--- src/rtl/scpad_pkg.sv ---
// scpad_pkg: shared scratchpad DRAM types and write-issuer sizing constants
package scpad_pkg;
  localparam int DRAM_ADDR_WIDTH = 32;
  localparam int DRAM_VECTOR_MASK = 4;
  localparam int DRAM_ID_WIDTH = 8;
  localparam int DRAM_WR_DEPTH = 8;
  localparam int DRAM_WR_MAX_OUTS = 4;
  typedef struct packed {
    logic valid;
    logic [63:0] wdata;
    logic [DRAM_ADDR_WIDTH-1:0] dram_addr;
    logic [DRAM_VECTOR_MASK-1:0] dram_vector_mask;
  } dram_write_req_t;
  typedef struct packed {
    logic [DRAM_ID_WIDTH-1:0] id;
    logic last;
  } dram_wr_tag_t;
endpackage

--- src/rtl/scpad_sync_fifo.sv ---
// scpad_sync_fifo: power-of-2 synchronous FIFO with combinational head; caller never pushes full or pops empty
module scpad_sync_fifo #(
  parameter int W = 8,
  parameter int D = 4,
  parameter int CW = $clog2(D) + 1
) (
  input  logic CLK,
  input  logic nRST,
  input  logic push,
  input  logic pop,
  input  logic [W-1:0] wdata,
  output logic [W-1:0] rdata,
  output logic [CW-1:0] count
);
  localparam int AW = $clog2(D);
  logic [W-1:0] mem_q [D];
  logic [AW-1:0] wptr_q, rptr_q;
  logic [CW-1:0] count_q;
  // storage needs no reset: occupancy decides what is visible
  always_ff @(posedge CLK)
    if (push) mem_q[wptr_q] <= wdata;
  // pointers and occupancy
  always_ff @(posedge CLK or negedge nRST)
    if (!nRST) begin
      wptr_q <= '0;
      rptr_q <= '0;
      count_q <= '0;
    end else begin
      wptr_q <= wptr_q + AW'(push);
      rptr_q <= rptr_q + AW'(pop);
      count_q <= count_q + CW'(push) - CW'(pop);
    end
  assign rdata = mem_q[rptr_q];
  assign count = count_q;
endmodule

--- src/rtl/dram_write_issuer.sv ---
// dram_write_issuer: buffers write beats and issues them on the DRAM write channel; DRAM_WR_TIMEOUT_EN adds a ready-stall watchdog
module dram_write_issuer
  import scpad_pkg::*;
#(
  parameter int DEPTH = DRAM_WR_DEPTH,
  parameter int MAX_OUTS = DRAM_WR_MAX_OUTS,
  parameter int DATA_W = 64,
  parameter int ADDR_W = DRAM_ADDR_WIDTH,
  parameter int MASK_W = DRAM_VECTOR_MASK,
  parameter int ID_W = DRAM_ID_WIDTH
`ifdef DRAM_WR_TIMEOUT_EN
  , parameter int TIMEOUT = 1024
`endif
) (
  input  logic CLK,
  input  logic nRST,
  input  logic req_valid,
  input  logic [DATA_W-1:0] req_wdata,
  input  logic [ADDR_W-1:0] req_addr,
  input  logic [MASK_W-1:0] req_mask,
  input  logic [ID_W-1:0] req_id,
  input  logic req_last,
  output logic dram_be_stall,
  output logic dram_wr_valid,
  input  logic dram_wr_ready,
  output logic [ADDR_W-1:0] dram_wr_addr,
  output logic [DATA_W-1:0] dram_wr_data,
  output logic [DATA_W/8-1:0] dram_wr_strb,
  input  logic dram_wr_ack,
  output logic wr_done,
  output logic [ID_W-1:0] wr_done_id,
  output logic busy,
  output logic err
);
  localparam int BW = ADDR_W + DATA_W + MASK_W + ID_W + 1;
  localparam int CW = $clog2(DEPTH) + 1;
  localparam int OW = $clog2(MAX_OUTS) + 1;
  localparam int B = DATA_W / 8 / MASK_W;
  logic [CW-1:0] beat_cnt;
  logic [OW-1:0] outs;
  logic [BW-1:0] head;
  logic [ADDR_W-1:0] h_addr;
  logic [DATA_W-1:0] h_data;
  logic [MASK_W-1:0] h_mask;
  logic [ID_W-1:0] h_id, t_id;
  logic h_last, t_last;
  logic full, empty, push, issue, ack_ok, tmo_err;
  logic err_q, err_d, done_q, done_d;
  logic [ID_W-1:0] done_id_q, done_id_d;
  assign full = beat_cnt == CW'(DEPTH);
  assign empty = beat_cnt == '0;
  assign push = req_valid && !full;
  assign issue = dram_wr_valid && dram_wr_ready;
  assign ack_ok = dram_wr_ack && outs != '0;
  assign {h_addr, h_data, h_mask, h_id, h_last} = head;
  assign dram_be_stall = beat_cnt >= CW'(DEPTH - 1);
  assign dram_wr_valid = !empty && outs < OW'(MAX_OUTS);
  assign dram_wr_addr = dram_wr_valid ? h_addr : '0;
  assign dram_wr_data = dram_wr_valid ? h_data : '0;
  assign busy = !empty || outs != '0;
  assign err = err_q;
  assign wr_done = done_q;
  assign wr_done_id = done_id_q;
  scpad_sync_fifo #(.W(BW), .D(DEPTH), .CW(CW)) u_beat_fifo (
    .CLK(CLK), .nRST(nRST), .push(push), .pop(issue),
    .wdata({req_addr, req_wdata, req_mask, req_id, req_last}),
    .rdata(head), .count(beat_cnt)
  );
  // tag occupancy doubles as the outstanding-beat counter
  scpad_sync_fifo #(.W(ID_W + 1), .D(MAX_OUTS), .CW(OW)) u_tag_fifo (
    .CLK(CLK), .nRST(nRST), .push(issue), .pop(ack_ok),
    .wdata({h_id, h_last}), .rdata({t_id, t_last}), .count(outs)
  );
  // each mask element enables B consecutive byte strobes
  always_comb begin
    dram_wr_strb = '0;
    for (int i = 0; i < MASK_W; i++) dram_wr_strb[i*B +: B] = {B{h_mask[i] && dram_wr_valid}};
  end
`ifdef DRAM_WR_TIMEOUT_EN
  localparam int TW = $clog2(TIMEOUT + 1);
  logic [TW-1:0] tmo_q, tmo_d;
  assign tmo_err = tmo_q == TW'(TIMEOUT);
  // watchdog counts stalled-valid cycles and saturates at the limit
  always_comb begin
    tmo_d = (dram_wr_valid && !dram_wr_ready) ? (tmo_err ? tmo_q : tmo_q + 1'b1) : '0;
  end
  // watchdog register
  always_ff @(posedge CLK or negedge nRST)
    if (!nRST) tmo_q <= '0;
    else tmo_q <= tmo_d;
`else
  assign tmo_err = 1'b0;
`endif
  // sticky error and registered completion pulse on acked last beat
  always_comb begin
    err_d = err_q || (req_valid && full) || (dram_wr_ack && outs == '0) || tmo_err;
    done_d = ack_ok && t_last;
    done_id_d = done_d ? t_id : done_id_q;
  end
  // status registers
  always_ff @(posedge CLK or negedge nRST)
    if (!nRST) begin
      err_q <= 1'b0;
      done_q <= 1'b0;
      done_id_q <= '0;
    end else begin
      err_q <= err_d;
      done_q <= done_d;
      done_id_q <= done_id_d;
    end
endmodule

--- config.mk ---
export PLATFORM = sky130hd
export DESIGN_NAME = dram_write_issuer
export DESIGN_NICKNAME = d
export VERILOG_FILES = /design/src/rtl/scpad_pkg.sv /design/src/rtl/scpad_sync_fifo.sv /design/src/rtl/dram_write_issuer.sv
export SDC_FILE = /design/constraint.sdc
export NUM_CORES = 1
export LEC_CHECK = 0
export BUFFER_PORTS_ARGS = -buffer_cell sky130_fd_sc_hd__buf_4
export CAP_MARGIN = 5
export CORE_MARGIN = 1.5
export CORE_UTILIZATION = 40
export CTS_CLUSTER_DIAMETER = 120
export DETAILED_ROUTE_END_ITERATION = 6
export HOLD_SLACK_MARGIN = 0.03
export PLACE_DENSITY = 0.61
export SKIP_CTS_REPAIR_TIMING = 1
export SLEW_MARGIN = 20
export SYNTH_ARGS = -nofsm -noshare
export SYNTH_HDL_FRONTEND = slang
export SYNTH_SLANG_ARGS = --single-unit
--- constraint.sdc ---
create_clock -name CLK -period 10.6 [get_ports CLK]
set_input_delay 3.18 -clock CLK [delete_from_list [all_inputs] [get_ports CLK]]
set_output_delay 3.18 -clock CLK [all_outputs]
set_load 0.05 [all_outputs]
# [After elaboration in Yosys (flattened, before gate mapping)]
# Memories as Yosys holds them, arrays and structs flattened.
# Cells that the tools add are included.
[totals] register_bits=27 mem_bits_rw=908 inputBits=114 n_memories=2
[memory_table] memory="u_beat_fifo.mem_q" words=8 width=109 rd=1 rd_clocked_by_memory_dff=0 wr=1 line_no="scpad_sync_fifo.sv:16" source="logic [W-1:0] mem_q [D];"
[memory_table] memory="u_tag_fifo.mem_q" words=4 width=9 rd=1 rd_clocked_by_memory_dff=0 wr=1 line_no="scpad_sync_fifo.sv:16"
[op_classes] n_addsub=8 magnitude_cmp=2 eq_ne=1 n_mux=6 n_reduce_logical=19
[ops] operator="2-to-1 mux 64 bit" n=1
[ops] operator="2-to-1 mux 32 bit" n=1
[ops] operator="logical AND 1 bit" n=11
[ops] operator="adder 3 x 1 -> 3 bit" n=3
[ops] operator="adder 2 x 1 -> 2 bit" n=2
[ops] operator="adder 4 x 1 -> 4 bit" n=1
[ops] operator="== test 4 bit, second input constant" n=1
[ops] operator="greater-or-equal comparator 4 x 3 -> 1 bit, second input constant" n=1
[ops] operator="logical NOT 4 bit" n=1
[ops] operator="2-to-1 mux 1 bit" n=4
[ops] operator="subtractor 4 x 1 -> 4 bit" n=1
[ops] operator="logical NOT 3 bit" n=1
[ops] operator="logical OR 1 bit" n=3
[ops] operator="less-than comparator 3 bit, second input constant" n=1
[ops] operator="nonzero test 3 bit" n=1
[ops] operator="subtractor 3 x 1 -> 3 bit" n=1
[ops] operator="logical NOT 1 bit" n=2

# [Depth between registers and ports, before layout]
[depth] depth_word=6 mapped_depth=10 mapped_depth_nobuf=10

# [By module]
# A second synthesis with hierarchy kept.
[unflattened] cells_unflattened=1532 area_unflattened_um2=36102.1
[by_module_without_submodules] module="scpad_sync_fifo (u_beat_fifo)" n_inst=1 cells_per_inst=1305 area_per_inst_um2=33129.3
[by_module_without_submodules] module="scpad_sync_fifo (u_tag_fifo)" n_inst=1 cells_per_inst=70 area_per_inst_um2=1632.8
[by_module_without_submodules] module="dram_write_issuer" n_inst=1 cells_per_inst=157 area_per_inst_um2=1340.0

# [Worst setup path before layout]
# Ideal clock, no wire load.
[synth_path] path_type="input to register" start="in req_valid" end="mem u_beat_fifo.mem_q[0][0] (netlist bit) (enable)" arrival_time_ns=10.686 slack_ns=-0.797 stages=2 n_path_buf=0 cell_sequence="nand3b_1 nor3_1"
[synth_between] elab_chain_cells=3
[synth_rtl] item="from (decl)" line_no="dram_write_issuer.sv:17" source="input logic req_valid,"
[synth_rtl] item="logical AND 1 bit" line_no="dram_write_issuer.sv:52" source="assign push = req_valid && !full;"
[synth_rtl] item="2-to-1 mux 1 bit" line_no="scpad_sync_fifo.sv:21" source="if (push) mem_q[wptr_q] <= wdata;"
[synth_rtl] item="2-to-1 mux 1 bit (not written as such)" line_no="scpad_sync_fifo.sv:21"
[synth_rtl] item="to (decl)" line_no="scpad_sync_fifo.sv:16"
# No other way between the ends.

# [Worst setup path after layout]
[layout_path] start="reg u_beat_fifo.rptr_q[1]" end="out dram_wr_data[38]"
[layout_between] elab_chain_cells=2
[layout_rtl] item="from (decl)" line_no="scpad_sync_fifo.sv:17" source="logic [AW-1:0] wptr_q, rptr_q;"
[layout_rtl] item="from (signal assigned)" line_no="scpad_sync_fifo.sv:30" source="rptr_q <= rptr_q + AW'(pop);"
[layout_rtl] item="memory (8 x 109 bit)"
[layout_rtl] item="2-to-1 mux 64 bit" line_no="dram_write_issuer.sv:59" source="assign dram_wr_data = dram_wr_valid ? h_data : '0;"
[layout_rtl] item="to (decl)" line_no="dram_write_issuer.sv:27" source="output logic [DATA_W-1:0] dram_wr_data,"
# No other way between the ends.

==> metrics.txt <==
# TYPE chip_impl_metric gauge
chip_impl_info{name="endpoint_kind",value="primary output"} 1
chip_impl_metric{name="cpPeakStageDelay",unit="ns"} 1.15
chip_impl_metric{name="postSynthNetCount",unit=""} 1664
chip_impl_metric{name="floorplan.core_area",unit="um^2"} 88200
chip_impl_metric{name="path_clk_slew",unit="ns"} 0.06
chip_impl_metric{name="finalWirelength",unit="um"} 74200
chip_impl_metric{name="max_freq",unit="GHz"} 0.142
chip_impl_metric{name="power.internal",unit="uW"} 8390
chip_impl_metric{name="swShare",unit="%"} 34.5
chip_impl_metric{name="final_antenna_net_count",unit=""} 0
chip_impl_metric{name="numClockSinks",unit=""} 935
chip_impl_metric{name="gp_congestion",unit=""} 0.702
chip_impl_info{name="layout_common_cells",value="908 x edfxtp_1, 249 x buf_4, 227 x mux4_2"} 1
chip_impl_metric{name="remaining_drc_errors",unit=""} 0
chip_impl_metric{name="totalNegativeSetupSlack",unit="ns"} 0
chip_impl_metric{name="number_of_flip_flops_and_latches_in_the_synthesized_netlist",unit=""} 935
chip_impl_info{name="worst_hold_path_type",value="register to register"} 1
chip_impl_metric{name="design.final.nets",unit=""} 1936
chip_impl_info{name="slowest_stage",value="dfrtp_4"} 1
chip_impl_metric{name="power.density",unit="nW/um^2"} 306
chip_impl_metric{name="synthCells",unit=""} 1534
chip_impl_metric{name="final_layout_size_suffix_gt1_share",unit="%"} 34.4
chip_impl_metric{name="flow.area_growth_from_synthesis",unit="%"} 17.7
chip_impl_metric{name="slew_of_the_pin_with_the_lowest_slew_margin",unit="ns"} 1.11
chip_impl_metric{name="final_clock_period_utilization_by_the_worst_path",unit="%"} 66.6
chip_impl_metric{name="dp_worst_setup_slack",unit="ns"} 4.22
chip_impl_metric{name="period_minus_slack",unit="ns"} 7.06
chip_impl_metric{name="worstPathArrival",unit="ns"} 3.88
chip_impl_metric{name="drt_iter0_drc",unit=""} 1046
chip_impl_metric{name="pwr-share-clk",unit="%"} 26.3
chip_impl_metric{name="first_pass_iters",unit=""} 5
chip_impl_metric{name="grt_usage",unit="%"} 16.7
chip_impl_info{name="status",value="finished, final reports clean"} 1
chip_impl_info{name="path_class",value="register to primary output"} 1
chip_impl_metric{name="drv.max_cap_violation_count",unit=""} 0
chip_impl_metric{name="timing.hold.ws",unit="ns"} 0.493
chip_impl_metric{name="power.leakage",unit="uW"} 0.0140
chip_impl_metric{name="cts_made_buffers",unit=""} 95
chip_impl_metric{name="grt_total_ovfl",unit=""} 0
chip_impl_metric{name="rows",unit=""} 109
chip_impl_metric{name="fin_cells",unit=""} 3049
chip_impl_metric{name="critPathMaxFanout",unit=""} 68
chip_impl_info{name="grt_setup_unrepaired",value="no"} 1
chip_impl_metric{name="synthDistinctLibCells",unit=""} 32
chip_impl_metric{name="mappedNetlistArea",unit="um^2"} 35600
chip_impl_metric{name="routed_via_density",unit=""} 5.26
chip_impl_metric{name="pwr-share-comb",unit="%"} 34.8
chip_impl_info{name="crit_chain",value="buf_4, mux4_2, mux2i_1, nor2_1, buf_4"} 1
chip_impl_metric{name="switch_pwr",unit="uW"} 4420
chip_impl_metric{name="synth.yosys.seq_area_share",unit="%"} 78.5
chip_impl_metric{name="detailed_place.area",unit="um^2"} 38700
chip_impl_metric{name="floorplan.die.width",unit="um"} 301
chip_impl_metric{name="ctsHtreeMaxLevel",unit=""} 3
chip_impl_metric{name="worstSkewPairLatency",unit="ns"} 0.65
chip_impl_metric{name="dp_hpwl",unit="um"} 38900
chip_impl_metric{name="finalSetupViolCount",unit=""} 0
chip_impl_metric{name="normalized_max_slew_margin",unit="%"} 26.3
chip_impl_metric{name="synth_warnings",unit=""} 0
chip_impl_metric{name="post_drt_wl_per_cell",unit="um"} 24.4
chip_impl_metric{name="timing.critical_path.buf_inv",unit=""} 2
chip_impl_metric{name="grt_pass1_wl",unit="um"} 112000
chip_impl_metric{name="largest_net_degree_at_the_start_of_global_routing",unit=""} 109
chip_impl_info{name="critical_path.top_delay_family",value="flip-flops"} 1
chip_impl_metric{name="seq_power_share",unit="%"} 38.9
chip_impl_metric{name="clock_tree.buffer_depth",unit=""} 3
chip_impl_metric{name="port_buffers",unit=""} 230
chip_impl_metric{name="layout_setup_ws",unit="ns"} 3.54
chip_impl_metric{name="dp_cell_count",unit=""} 2874
chip_impl_info{name="path_common_cell",value="buf_4"} 1
chip_impl_metric{name="initial_antenna_violation_count",unit=""} 6
chip_impl_metric{name="antenna_cells",unit=""} 0
chip_impl_info{name="tritoncts",value="built"} 1
chip_impl_metric{name="post_route_standard_cell_area_excluding_fillers",unit="um^2"} 41900
chip_impl_metric{name="initial_utilization",unit="%"} 40.3
chip_impl_info{name="setup.worst_path.start_class",value="register"} 1
chip_impl_metric{name="timing.critical_path.required",unit="ns"} 7.42
chip_impl_metric{name="io-pin-count",unit=""} 231
chip_impl_metric{name="timing_hold_violations_final",unit=""} 0
chip_impl_info{name="most_common_library_cell_in_the_layout_ignoring_fill_and_taps",value="edfxtp_1"} 1
chip_impl_metric{name="die_area",unit="um^2"} 90700
chip_impl_metric{name="fp.dieH",unit="um"} 301
chip_impl_metric{name="syn_avg_cell_area",unit="um^2"} 23.2
chip_impl_metric{name="finalClockSkew",unit="ns"} 0.0241
chip_impl_metric{name="finalMaxSlewViolations",unit=""} 0
chip_impl_info{name="cts-root-buf",value="clkbuf_16"} 1
chip_impl_metric{name="dr_total_vias",unit=""} 16000
chip_impl_metric{name="vdd_ir_drop_max",unit="V"} 0.000246
chip_impl_metric{name="vias_in_the_first_global_route",unit=""} 17600
==> cell type report <==
cell class,instances,area (um^2)
fill,7169,46400
tap,1165,1460
sequential,935,28000
inverter,15,56.3
timing repair buffer,254,1970
multi-input combinational,505,7250
clock inverter,54,617
clock buffer,121,2560
==> per-layer routing <==
layer,up-vias,track usage [%],share of wire [%],wire length (um)
li1,6929,-,-,-
met3,91,3.90,5.4,4050
met1,8640,21.7,42,31200
met2,351,28.1,51,37800
met5,-,0,0.090,67
met4,12,4.43,1.6,1190
==> power by group through the flow <==
stage | Combinational [uW] | Sequential, uW | Clock, uW
2_1_floorplan | 3290 | 5020 | 0
3_3_place_gp | 4520 | 5040 | 0
3_5_place_dp | 4550 | 5080 | 0
4_1_cts | 4560 | 5000 | 3450
5_1_grt | 4760 | 5040 | 3590
6_report | 4450 | 4990 | 3370
==> flip-flops by register name (all words and copies together), names as in the netlist <==
| signal | count |
|---|---|
| u_beat_fifo.mem_q | 872 |
| u_tag_fifo.mem_q | 36 |
| wr_done_id | 8 |
| u_beat_fifo.count | 4 |
| u_beat_fifo.rptr_q | 3 |
| u_beat_fifo.wptr_q | 3 |
| u_tag_fifo.count | 3 |
| u_tag_fifo.rptr_q | 2 |
| u_tag_fifo.wptr_q | 2 |
| err | 1 |
| wr_done | 1 |
==> cell usage after synthesis <==
master    number  area share (%)
buf_4          7            0.15
buf_2         45            0.63
xnor2_1        2           0.049
xor2_1         7            0.17
ha_1          14            0.49
a21oi_1        1           0.014
a21o_1         1           0.021
nand2_1        6           0.063
mux2_2        17            0.54
or3b_2         1           0.025
and3b_1        1           0.025
clkbuf_1      13            0.14
inv_1         15            0.16
and2_1         2           0.035
nand2b_1       2           0.035
nand3_1        2           0.028
edfxtp_1     908              77
o31a_1         1           0.025
nor2_1       106             1.1
buf_6          3           0.095
nand3b_1       1           0.021
dfrtp_1       27             1.9
nor4_1         1           0.018
buf_1         11            0.12
mux2i_1      100             2.8
mux4_2       227              14
fa_1           2            0.11
a41oi_1        1           0.025
or2_2          1           0.018
nor3_1         7           0.098
nand2_2        1           0.018
nor3b_2        1           0.035
==> stage by stage <==
step	total power (uW)	utilization, %
2_1_floorplan	8310	-
3_3_place_gp	9560	43.8
3_5_place_dp	9620	43.8
4_1_cts	13000	47.4
5_1_grt	13400	47.4
6_report	12800	47.4
==> cells by family (layout without fill, tap and decap cells) <==
logic type / after synthesis / in the layout / synth area share [%]
AOI/OAI and AO/OA: 4 / 4 / 0.0844
xor gates and xnor gates: 9 / 9 / 0.222
adders and majority gates: 16 / 16 / 0.605
buffers and inverters: 94 / 444 / 1.29
DFF: 935 / 935 / 78.5
muxes: 344 / 344 / 17.7
and+or+nand+nor: 132 / 132 / 1.54
==> tightest hold or removal path: stages (launching register included) <==
cell,delay (ns)
dfrtp_1,0.36
a41oi_1,0.05
nand2_1,0.06
==> path summary, 6_finish.rpt <==
kind | startpoint | to | slack (ns) | cells after the start
min | err$_DFF_PN0_ | err$_DFF_PN0_ | 0.49 | 2
min in group asynchronous | nRST | u_tag_fifo.wptr_q[0]$_DFF_PN0_ | 2.44 | 1
max in group asynchronous | nRST | u_beat_fifo.rptr_q[1]$_DFF_PN0_ | 7.88 | 1
min reg2reg | err$_DFF_PN0_ | err$_DFF_PN0_ | 0.49 | 2
max reg2reg | u_beat_fifo.count[2]$_DFF_PN0_ | u_beat_fifo.mem_q[2][45]$_DFFE_PP_ | 7.15 | 6
max | u_beat_fifo.rptr_q[1]$_DFF_PN0_ | dram_wr_data[38] | 3.54 | 5
Note: power is estimated with default switching activity, not from simulation.
